File: src/rtl/pipearch_common.sv
`default_nettype none
// ============================================================================
//  Module      : pipearch_common (package)
//  Description : Shared CSR write-strobe and command types for the pipeline
//                architecture blocks.
//  Revision    : 1.0 - initial release
// ============================================================================
package pipearch_common;

    // Operand slots carried by every command (CSR indices 1..CSR_NUM_ARGS)
    localparam int          CSR_NUM_ARGS     = 3;
    // CSR index that acts as the doorbell
    localparam int          CSR_DOORBELL_IDX = 0;
    // Doorbell opcode that flushes the receiver instead of queueing a command
    localparam logic [15:0] OPC_FLUSH        = 16'hFFFF;

    // Per-CSR write strobe from the CPU side
    typedef struct packed {
        logic        en;
        logic [63:0] data;
    } t_cpu_wr_csrs;

    // Command handed to the consumer; args[0] holds operand CSR 1
    typedef struct packed {
        logic [15:0]                        opcode;
        logic [15:0]                        seq;
        logic [CSR_NUM_ARGS-1:0][63:0]      args;
    } t_csr_cmd;

endpackage
`default_nettype wire

File: src/rtl/csr_cmd_fifo.sv
`default_nettype none
// ============================================================================
//  Module      : csr_cmd_fifo
//  Description : Synchronous show-ahead FIFO of t_csr_cmd entries with
//                occupancy count, full and empty flags and a clear input.
//  Revision    : 1.0 - initial release
// ============================================================================
module csr_cmd_fifo
    import pipearch_common::*;
#(
    parameter int DEPTH_LOG2 = 2
) (
    input  logic                  clk,
    input  logic                  reset,
    input  logic                  clear,
    input  logic                  push,
    input  t_csr_cmd              wr_data,
    input  logic                  pop,
    output t_csr_cmd              rd_data,
    output logic [DEPTH_LOG2:0]   count,
    output logic                  full,
    output logic                  empty
);

    localparam int DEPTH = 1 << DEPTH_LOG2;

    t_csr_cmd                mem_q [DEPTH];
    logic [DEPTH_LOG2-1:0]   wr_ptr_q;
    logic [DEPTH_LOG2-1:0]   rd_ptr_q;
    logic [DEPTH_LOG2:0]     count_q;
    logic                    do_push;
    logic                    do_pop;

    assign full    = (count_q == (DEPTH_LOG2+1)'(DEPTH));
    assign empty   = (count_q == '0);
    assign count   = count_q;
    // A full FIFO may still take a push when the head leaves in the same cycle
    assign do_pop  = pop && !empty;
    assign do_push = push && (!full || do_pop);
    // Head entry is shown ahead; zero when nothing is queued
    assign rd_data = empty ? '0 : mem_q[rd_ptr_q];

    // Pointer and occupancy bookkeeping; clear empties the queue outright
    always_ff @(posedge clk) begin
        if (reset || clear) begin
            wr_ptr_q <= '0;
            rd_ptr_q <= '0;
            count_q  <= '0;
        end else begin
            if (do_push) wr_ptr_q <= wr_ptr_q + 1'b1;
            if (do_pop)  rd_ptr_q <= rd_ptr_q + 1'b1;
            case ({do_push, do_pop})
                2'b10:   count_q <= count_q + 1'b1;
                2'b01:   count_q <= count_q - 1'b1;
                default: count_q <= count_q;
            endcase
        end
    end

    // Storage array; contents need no reset because the output is gated by empty
    always_ff @(posedge clk) begin
        if (do_push && !clear && !reset) begin
            mem_q[wr_ptr_q] <= wr_data;
        end
    end

endmodule
`default_nettype wire

File: src/rtl/csr_cmd_receiver.sv
`default_nettype none
// ============================================================================
//  Module      : csr_cmd_receiver
//  Description : Collects operand CSR writes, turns doorbell writes into
//                sequenced commands and queues them for a ready/valid consumer.
//  Revision    : 1.0 - initial release
// ============================================================================
module csr_cmd_receiver
    import pipearch_common::*;
#(
    parameter int FIFO_DEPTH_LOG2 = 2,
    parameter int NUM_ARGS        = 3
) (
    input  logic                        clk,
    input  logic                        reset,
    input  t_cpu_wr_csrs [NUM_ARGS:0]   wr_csrs,
    output logic                        cmd_valid,
    input  logic                        cmd_ready,
    output t_csr_cmd                    cmd,
    output logic [FIFO_DEPTH_LOG2:0]    cmd_count,
    output logic                        err_missing_arg,
    output logic                        err_overflow
);

    logic [NUM_ARGS-1:0]         present_q, present_d, present_now;
    logic [NUM_ARGS-1:0][63:0]   arg_q, arg_d;
    logic [15:0]                 seq_q, seq_d;
    logic                        err_miss_q, err_miss_d;
    logic                        err_ovf_q, err_ovf_d;

    logic                        doorbell;
    logic [15:0]                 opcode;
    logic [NUM_ARGS-1:0]         required;
    logic                        is_flush;
    logic                        missing;
    logic                        can_accept;
    logic                        push;
    logic                        pop;
    logic                        overflow;
    t_csr_cmd                    push_cmd;
    logic                        fifo_full;
    logic                        fifo_empty;
    logic                        doorbell_data_unused;

    assign doorbell_data_unused = ^wr_csrs[CSR_DOORBELL_IDX].data[63:16+NUM_ARGS];

    assign doorbell   = wr_csrs[CSR_DOORBELL_IDX].en;
    assign opcode     = wr_csrs[CSR_DOORBELL_IDX].data[15:0];
    assign required   = wr_csrs[CSR_DOORBELL_IDX].data[16 +: NUM_ARGS];
    assign is_flush   = doorbell && (opcode == OPC_FLUSH);
    assign pop        = cmd_valid && cmd_ready;
    assign can_accept = !fifo_full || pop;
    // Missing operands take precedence over a full queue when reporting errors
    assign missing    = doorbell && !is_flush && ((required & ~present_now) != '0);
    assign push       = doorbell && !is_flush && !missing && can_accept;
    assign overflow   = doorbell && !is_flush && !missing && !can_accept;

    // Operand capture with same-cycle bypass into the doorbell snapshot
    always_comb begin
        present_now = present_q;
        arg_d       = arg_q;
        push_cmd    = '0;
        for (int i = 0; i < NUM_ARGS; i++) begin
            if (wr_csrs[i+1].en) begin
                present_now[i] = 1'b1;
                arg_d[i]       = wr_csrs[i+1].data;
            end
        end
        push_cmd.opcode = opcode;
        push_cmd.seq    = seq_q;
        for (int i = 0; i < NUM_ARGS; i++) begin
            push_cmd.args[i] = arg_d[i];
        end
    end

    // Next-state for presence bits, sequence number and sticky error flags
    always_comb begin
        present_d  = (push || is_flush) ? '0 : present_now;
        seq_d      = push ? seq_q + 16'd1 : seq_q;
        err_miss_d = is_flush ? 1'b0 : (err_miss_q || missing);
        err_ovf_d  = is_flush ? 1'b0 : (err_ovf_q || overflow);
    end

    // Receiver state registers
    always_ff @(posedge clk) begin
        if (reset) begin
            present_q  <= '0;
            arg_q      <= '0;
            seq_q      <= '0;
            err_miss_q <= 1'b0;
            err_ovf_q  <= 1'b0;
        end else begin
            present_q  <= present_d;
            arg_q      <= arg_d;
            seq_q      <= seq_d;
            err_miss_q <= err_miss_d;
            err_ovf_q  <= err_ovf_d;
        end
    end

    csr_cmd_fifo #(
        .DEPTH_LOG2 (FIFO_DEPTH_LOG2)
    ) u_fifo (
        .clk     (clk),
        .reset   (reset),
        .clear   (is_flush),
        .push    (push),
        .wr_data (push_cmd),
        .pop     (pop),
        .rd_data (cmd),
        .count   (cmd_count),
        .full    (fifo_full),
        .empty   (fifo_empty)
    );

    assign cmd_valid       = !fifo_empty;
    assign err_missing_arg = err_miss_q;
    assign err_overflow    = err_ovf_q;

endmodule
`default_nettype wire

File: config.mk
export PLATFORM = sky130hd
export DESIGN_NAME = csr_cmd_receiver
export DESIGN_NICKNAME = d
export VERILOG_FILES = /design/src/rtl/pipearch_common.sv /design/src/rtl/csr_cmd_fifo.sv /design/src/rtl/csr_cmd_receiver.sv
export SDC_FILE = /design/constraint.sdc
export NUM_CORES = 1
export LEC_CHECK = 0
export BUFFER_PORTS_ARGS = -buffer_cell sky130_fd_sc_hd__buf_2
export CORE_UTILIZATION = 45
export DETAILED_ROUTE_END_ITERATION = 10
export PLACE_DENSITY = 0.67
export SETUP_SLACK_MARGIN = 0.5
export SYNTH_ARGS = -nofsm -noshare
export SYNTH_HDL_FRONTEND = slang
export SYNTH_HIERARCHICAL = 1
export SYNTH_SLANG_ARGS = --single-unit
File: constraint.sdc
create_clock -name clk -period 18.39 [get_ports clk]
set_input_delay 0 -clock clk [delete_from_list [all_inputs] [get_ports clk]]
set_output_delay 0 -clock clk [all_outputs]
set_load 0.05 [all_outputs]
==> summary.txt <==
Slew headroom: 20.6%
EDFF count, synth: 896
Longest Clk Path Bufs: 3
max-cap violation count: 0
row cnt: 113
routed len/inst: 22.0 um
status: completed
TNS Setup: 0 ps
port bufs: 447
Pwr Total: 5.54 mW
routed wl met3: 4.87 mm
WL met2: 48.8 mm
die height: 311 um
global-route wire length before repair: 144 mm
Final min period: 5370 ps
Die X: 311 um
GRT Overall Usage: 19.5%
Least-Margin Pin Slew: 1190 ps
Area Overhead vs Synth: 21.6%
WP depth: 11
max incr delay on CP: 880 ps
leading area contributor after synthesis: edfxtp_1
drt first pass iters: 5
core area: 94900 um^2
average cell area after synthesis: 19.2 um^2
worst hold stages: 2
Leak Pwr: 18.2 nW
Post-Route WL: 94.1 mm
CP endpoint kind: flop
Vias/cell: 5.21
#FFs+latches synth: 1118
ANT nets after route: 0
skew final: 20.6 ps
RSZ-0062 raised after global routing: false
Tcrit/Tclk final: 29.2%
gate family responsible for the most delay along the worst path: buffers and inverters
Hold Crit Class: in2reg
vias post-DR: 22.3k
routability cong.: 0.743
Sink Count: 1118
Bufs and invs on worst path: 5
largest net degree at the start of global routing: 163
Post-synth top cells: 896 x edfxtp_1, 418 x nor2b_1, 224 x mux4_2
Synth top area share: 62.6%
peak fanout along the critical path: 63
initial antenna violation count: 10
Metal-1 WL: 38.0 mm
final setup vio count: 0
Starting Density: 45.3%
Synth warnings: 6
maximum VDD drop: 0.0000764 V
Starting DRT DRC Count: 1387
cell chain of the critical path: nor2_1, and2_1, inv_1, nor2_1, nor3_1, buf_4, inv_1, nor3_1, and2_4, buf_4, buf_4
WP data arrival: 5670 ps
WS Path Type: reg2reg
Max Slew Vio Count: 0
top-count cell post-synth: edfxtp_1
Final HPWL DP: 51.8 mm
Startpoint Class: flop
CTS buffer count: 111
clock slew at reported path FFs: 60 ps
post-CTS setup buffer count: 0
Mapped Area: 43000 um^2
PwrDens: 106 nW/um^2
syn_nets: 2513
Netlist cell types: 49
fillers: 7378
Synth async-reset ratio: 0%
DRC Markers: 0
layout cells sized above 1: 35.7%
register area share after synthesis: 72.9%
non-filler cells, final: 4287
Die ar.: 96800 um^2
Crit-path slowest cell: buf_4
ranking of synthesized cells by area: edfxtp_1 63%, mux4_2 12%, dfxtp_1 10%
Layout Nets: 3186
total global routing overflow: 0
Final Util: 55.1%
num ports: 493
Post-synth top flop: edfxtp_1
Clock H-tree levels: 3
clk root buf: clkbuf_16
Fin Hold WS: 89.2 ps
most used cell along the critical path: buf_4
reg2reg path depth: 11
TritonCTS clock tree: built
Final Hold Fails: 0
cells after synthesis: 2244
fmax: 186 MHz
Max Used Layer: met5
CP required: 18690 ps
vias in the first global route: 24.4k
cts-stage hold buffer count: 216
post_cts resized: 0
worst-skew pair later-pin latency: 690 ps
dpl cells: 3853
==> final cells by class <==
type / count / area [um^2] / area share, %
Clock inverter: 45 / 465 / 0.890
Sequential cell: 1118 / 31400 / 60.0
Antenna cell: 7 / 17.5 / 0.0335
Multi-Input combinational cell: 985 / 10900 / 20.9
Inverter: 8 / 30.0 / 0.0574
Clock buffer: 166 / 3260 / 6.24
Tap cell: 1265 / 1580 / 3.03
Timing Repair Buffer: 693 / 4670 / 8.92
==> sequential cells by signal (all words and copies together), names as in the netlist, named ones only <==
| name | cells |
|---|---|
| u_fifo/mem_q | 896 |
| arg_q | 192 |
| seq_q | 16 |
| present_q | 3 |
| u_fifo/count | 3 |
| u_fifo/rd_ptr_q | 2 |
| u_fifo/wr_ptr_q | 2 |
| err_missing_arg | 1 |
| err_overflow | 1 |
==> cells by family (layout without fill, tap and decap cells) <==
kind of cell / Yosys count / count (layout) / share of synthesized area (%)
AOI/OAI and AO/OA: 43 / 43 / 0.687
other: 0 / 7 / 0
and+or+nand+nor: 505 / 505 / 7.32
DFF: 1118 / 1118 / 72.9
muxes: 428 / 428 / 17.1
adders and majority gates: 6 / 6 / 0.192
xor gates and xnor gates: 3 / 3 / 0.0611
buffers and inverters: 141 / 912 / 1.77
==> power by group <==
part / internal [mW] / switching, mW / leakage, nW / total [mW]
Clock: 1.33 / 0.935 / 1.83 / 2.26
Combinational: 0.161 / 0.292 / 6.37 / 0.453
Sequential: 2.81 / 0.0156 / 10.0 / 2.82
Total: 4.29 / 1.24 / 18.2 / 5.54
==> path summary, 6_finish.rpt <==
check	to	startpoint	slack [ps]
max reg2reg	u_fifo/mem_q[1][41]	u_fifo/count[1]	13020
max	u_fifo/mem_q[1][41]	u_fifo/count[1]	13020
min	u_fifo/mem_q[1][209]	wr_csrs[1]	90
min reg2reg	present_q[2]	present_q[2]	490
==> layer usage <==
| layer | up-vias | track usage (%) |
|---|---|---|
| met5 | - | 0 |
| met4 | 6 | 6.42 |
| met3 | 134 | 4.17 |
| met2 | 539 | 34.5 |
| met1 | 11600 | 23.8 |
| li1 | 10000 | - |
==> cells in the final DEF (no fill, tap or decap), types with 18 or more instances in the layout <==
cell / netlist / layout
clkbuf_16: 0 / 116
nor2_1: 20 / 20
dlygate4sd3_1: 0 / 216
edfxtp_1: 896 / 896
nor2b_1: 418 / 418
dfxtp_1: 222 / 220
buf_4: 1 / 31
clkbuf_8: 0 / 18
clkbuf_1: 56 / 33
mux2_2: 194 / 194
buf_2: 55 / 443
mux4_2: 224 / 224
==> per-stage QoR <==
stage / setup WS, ps / cell area (um^2)
3_5_place_dp: 12840 / 46400
6_report: 13020 / 52300
5_1_grt: 12520 / 52300
3_3_place_gp: 12790 / 46400
4_1_cts: 12940 / 52300
2_1_floorplan: 10270 / 43000
Power figures use the tool's default switching activity.
